## src/rtl/phase_sequencer.sv

```systemverilog
// Instruction phase sequencer for the multi-cycle CPU: one-hot phase, halt,
// single-step pause and a retired-instruction counter. All outputs are registered.
module phase_sequencer #(
    parameter int CNT_W = 32
) (
    input  logic             clk,
    input  logic             n_rst,
    input  logic             run,
    input  logic             step_mode,
    input  logic             mem_busy,
    input  logic             hlt_req,
    output logic [4:0]       phase,
    output logic             hlt,
    output logic             paused,
    output logic [CNT_W-1:0] retired
);

    localparam logic [2:0] S_HALT  = 3'd0;
    localparam logic [2:0] S_PAUSE = 3'd1;
    localparam logic [2:0] S_FWAIT = 3'd2;
    localparam logic [2:0] S_F     = 3'd3;
    localparam logic [2:0] S_D     = 3'd4;
    localparam logic [2:0] S_E     = 3'd5;
    localparam logic [2:0] S_M     = 3'd6;
    localparam logic [2:0] S_W     = 3'd7;

    localparam logic [4:0] PH_F = 5'b00001;
    localparam logic [4:0] PH_D = 5'b00010;
    localparam logic [4:0] PH_E = 5'b00100;
    localparam logic [4:0] PH_M = 5'b01000;
    localparam logic [4:0] PH_W = 5'b10000;

    logic [2:0]       state, nxt;
    logic [4:0]       phase_nxt;
    logic             hlt_nxt, paused_nxt;
    logic [2:0]       fetch_entry;

    // Fetch readiness is sampled on the edge that enters fetch, so that PH_F
    // is registered only for the single cycle that actually leaves fetch.
    // A busy memory parks the sequencer in the phase-0 wait sub-state instead.
    always_comb fetch_entry = mem_busy ? S_FWAIT : S_F;

    always_comb begin
        nxt = state;
        case (state)
            S_HALT:  if (run) nxt = fetch_entry;
            S_PAUSE: if (run) nxt = fetch_entry;
            S_FWAIT: if (!mem_busy) nxt = S_F;
            S_F:     nxt = S_D;
            S_D:     nxt = S_E;
            S_E:     nxt = S_M;
            S_M:     if (!mem_busy) nxt = S_W;
            S_W: begin
                if (hlt_req)        nxt = S_HALT;
                else if (step_mode) nxt = S_PAUSE;
                else                nxt = fetch_entry;
            end
            default: nxt = S_HALT;
        endcase
    end

    always_comb begin
        phase_nxt  = 5'b00000;
        hlt_nxt    = 1'b0;
        paused_nxt = 1'b0;
        case (nxt)
            S_HALT:  hlt_nxt    = 1'b1;
            S_PAUSE: paused_nxt = 1'b1;
            S_F:     phase_nxt  = PH_F;
            S_D:     phase_nxt  = PH_D;
            S_E:     phase_nxt  = PH_E;
            S_M:     phase_nxt  = PH_M;
            S_W:     phase_nxt  = PH_W;
            default: phase_nxt  = 5'b00000;
        endcase
    end

    always_ff @(posedge clk or negedge n_rst) begin
        if (!n_rst) begin
            state   <= S_HALT;
            phase   <= 5'b00000;
            hlt     <= 1'b1;
            paused  <= 1'b0;
            retired <= '0;
        end else begin
            state  <= nxt;
            phase  <= phase_nxt;
            hlt    <= hlt_nxt;
            paused <= paused_nxt;
            // W always exits after one cycle, so every W cycle retires one instruction
            if (state == S_W)
                retired <= retired + 1'b1;
            else if (state == S_HALT && run)
                retired <= '0;
        end
    end

endmodule

```

## config.mk

```make
export PLATFORM = sky130hd
export DESIGN_NAME = phase_sequencer
export DESIGN_NICKNAME = d
export VERILOG_FILES = /design/src/rtl/phase_sequencer.sv
export SDC_FILE = /design/constraint.sdc
export NUM_CORES = 1
export LEC_CHECK = 0
export CORE_MARGIN = 4
export CORE_UTILIZATION = 54
export CTS_CLUSTER_DIAMETER = 30
export DETAILED_ROUTE_END_ITERATION = 16
export PLACE_DENSITY = 0.91
export SETUP_SLACK_MARGIN = 0.05
export SYNTH_ARGS = -nofsm -noshare
export SYNTH_HDL_FRONTEND = slang
export SYNTH_SLANG_ARGS = --single-unit
```

## constraint.sdc

```tcl
create_clock -name clk -period 3.19 [get_ports clk]
set_clock_uncertainty 0.15 [all_clocks]
set_input_delay 0.319 -clock clk [delete_from_list [all_inputs] [get_ports clk]]
set_output_delay 0.319 -clock clk [all_outputs]
set_load 0.005 [all_outputs]
```

==> reports/metrics.cfg <==
[cts]
cts_hold_buffers = 0
cts_setup_buffers = 0
clk-insertion-delay-late_ns = 0.30
cts.path.max_buffers = 2
numCtsBuffers = 5
tritoncts = done
cts_sinks = 42
cts_resized = 0
root_buffer = clkbuf_8
htreeDepth = 2
clk_pin_slew_worst_paths_ns = 0.08

[floorplanning]
dieArea_um2 = 4950
coreArea_um2 = 3720
die_w_um = 70.3
io_pins = 45
die_h_um = 70.3
start_util_pct = 56.5
num_rows = 22

[critical_path]
cp.required_ns = 3.26
critPathMaxFanout = 19
slowest_delay_ns = 0.67
cp_cell_sequence = nand3_2 -> or4_4 -> nor4_2 -> mux2i_1
cp-start-kind = flip-flop
crit_type = reg -> reg
critical_path.endpoint_type = flip-flop
path_delay_family = simple AND/OR/NAND/NOR gates
cp.buffers_inverters = 0
cp.arrival_ns = 2.36
slowest_stage = or4_4

[routing]
wl_met1_mm = 2.04
ant_nets = 0
dr.first_iter.drc_count = 172
routedWlPerCell_um = 14.4
route.met3.wl_um = 242
drc = 0
vias = 1764
drtPass1Iterations = 5
routed.top_layer = met4
viasPerCell = 5.82
routed-wl-met2_mm = 2.01
finalWirelength_mm = 4.37

[flow_run]
maxCapViolations = 0

[synthesis]
netlist_instances = 212
syn_nets = 219
synth_cell_type_count = 38
syn-cell-area_um2 = 2100
ys_seq_area_share_pct = 50.1
ys_seq_elements = 42
avgSynthCellArea_um2 = 9.90
ys_warn_count = 0

[grt]
grt_usage_pct = 18.7
grt_pass1_vias = 1626
grt_pass1_wl_mm = 7.41
overflow = 0
antenna_found_initial = 0
grt_max_degree = 43

[sta]
post-route-min-period_ns = 2.29
relSlewSlack_pct = 40.4
hold_viol = 21
worst_pin_slew_ns = 0.894
finalSetupViolations = 0
grt_setup_unrepaired = no
hold_slack_ns = -0.00611
max_freq_mhz = 436
period_share_pct = 71.9
setup_tns_ns = 0
drv_slew = 0

[place]
place.gp.congestion = 0.828
hpwl_mm = 3.07
dp_cells = 295
io_buffer_count = 44
place_area_um2 = 2530

[pwr]
vdd_drop_max_mv = 0.445
powerDensity_nw_per_um2 = 821
p_leak_nw = 1.18

[layout]
final_cell_count_no_fill = 303
area_delta_synth_final_pct = 25.0
num_antenna_cells = 0
stdcell_area_um2 = 2620
drive_above_1_share_pct = 5.49
final_nets = 261

[run_status]
outcome = complete, but fails checks
violations = hold timing

[worst_hold_path]
hold_path.class = in -> async

[power by group]
part           internal (W)  switching, W  total (W)
sequential         0.000731      0.000275    0.00101
clock              0.000175      0.000176   0.000351
combinational      0.000471      0.000326   0.000797
total               0.00138      0.000777    0.00215
[per-stage QoR]
step	total power, W	hold WS, ns	utilization [%]	setup WS, ns
after floorplan	0.00138	-0.127	-	1.17
after global placement	0.00179	0.325	68.1	0.851
after detailed placement	0.00181	0.319	68.1	0.809
after CTS	0.00217	0.0199	70.6	0.944
after global routing	0.00232	0.0750	70.6	0.735
final	0.00215	-0.00611	70.6	0.898
[synthesized netlist by cell type]
cell | number | area share (%)
dfrtp_1 | 41 | 49
nand2_1 | 31 | 5.5
mux2i_1 | 20 | 9.5
nand4_1 | 15 | 4.5
o21ai_0 | 15 | 3.6
nand3_1 | 13 | 3.1
nor2_1 | 11 | 2.0
nor3_1 | 6 | 1.4
and3_1 | 5 | 1.5
inv_1 | 5 | 0.89
nor4_1 | 5 | 1.5
a21oi_1 | 4 | 0.95
and4_1 | 4 | 1.7
clkbuf_1 | 4 | 0.72
buf_6 | 3 | 1.6
nor3b_1 | 3 | 1.1
a22o_1 | 2 | 0.83
a31oi_1 | 2 | 0.60
a41oi_1 | 2 | 0.83
nor2b_1 | 2 | 0.60
o31ai_1 | 2 | 0.72
a211oi_1 | 1 | 0.36
and2_1 | 1 | 0.30
and2_4 | 1 | 0.42
buf_2 | 1 | 0.24
buf_4 | 1 | 0.36
dfstp_2 | 1 | 1.3
ha_1 | 1 | 0.60
nand2b_1 | 1 | 0.30
nand3_2 | 1 | 0.48
nand3b_1 | 1 | 0.36
nor4_2 | 1 | 0.60
o211ai_1 | 1 | 0.36
o21bai_1 | 1 | 0.36
o221ai_1 | 1 | 0.42
or4_4 | 1 | 0.54
or4b_4 | 1 | 0.66
xor2_1 | 1 | 0.42
[worst reg2reg max path: stages (launching register included)]
cell	delay, ns
dfrtp_1	0.55
nand3_2	0.36
or4_4	0.67
nor4_2	0.26
mux2i_1	0.22
[sequential cells by signal (all words and copies together), names as in the netlist]
name and cells:
retired 32, phase 5, state 3, hlt 1
paused 1
[placed cells by master (no fill, tap or decap), types with 2 or more instances in the layout]
master	n
a21oi_1	4
a22o_1	2
a31oi_1	2
a41oi_1	2
and3_1	5
and4_1	4
clkbuf_8	6
clkdlybuf4s50_1	43
dfrtp_1	41
inv_1	5
mux2i_1	20
nand2_1	31
nand3_1	13
nand4_1	15
nor2_1	11
nor2b_1	2
nor3_1	6
nor3b_1	3
nor4_1	5
o21ai_0	15
o31ai_1	2
[kinds of logic after synthesis]
group | count (synthesis) | share of synthesized area, %
adder cells (fa/ha/maj) | 1 | 0.596
flip-flops | 42 | 50.1
AND/OR/NAND/NOR | 103 | 26.5
multiplexers | 20 | 9.54
XOR/XNOR | 1 | 0.417
AO/OA/AOI/OAI | 31 | 9.00
buffers and inverters | 14 | 3.82
[metal layers]
layer / track usage [%] / vias to the layer above
met5: 0 / -
met4: 9.15 / 0
met3: 5.90 / 5
met2: 26.6 / 51
met1: 25.6 / 846
li1: - / 862
[layout make-up]
cell class	instances	area, µm²
inverter	5	18.8
multi-input combinational	156	966
timing repair buffer	44	435
sequential	42	1050
clock inverter	1	5.00
tap	48	60.1
clock buffer	7	86.3
fill	273	1090
[final timing paths]
| check | end | slack [ns] | cells past startpoint | startpoint |
|---|---|---|---|---|
| worst max-delay path | retired[21] | 0.90 | 4 | state[2] |
| worst min-delay path | retired[8] | -0.006 | 1 | n_rst |
| worst max register to register | retired[21] | 0.90 | 4 | state[2] |
| worst min register to register | retired[31] | 0.33 | 1 | retired[31] |
| max in group asynchronous | retired[31] | 2.34 | 1 | n_rst |
| min in group clk | retired[31] | 0.33 | 1 | retired[31] |
Power figures use the tool's default switching activity.
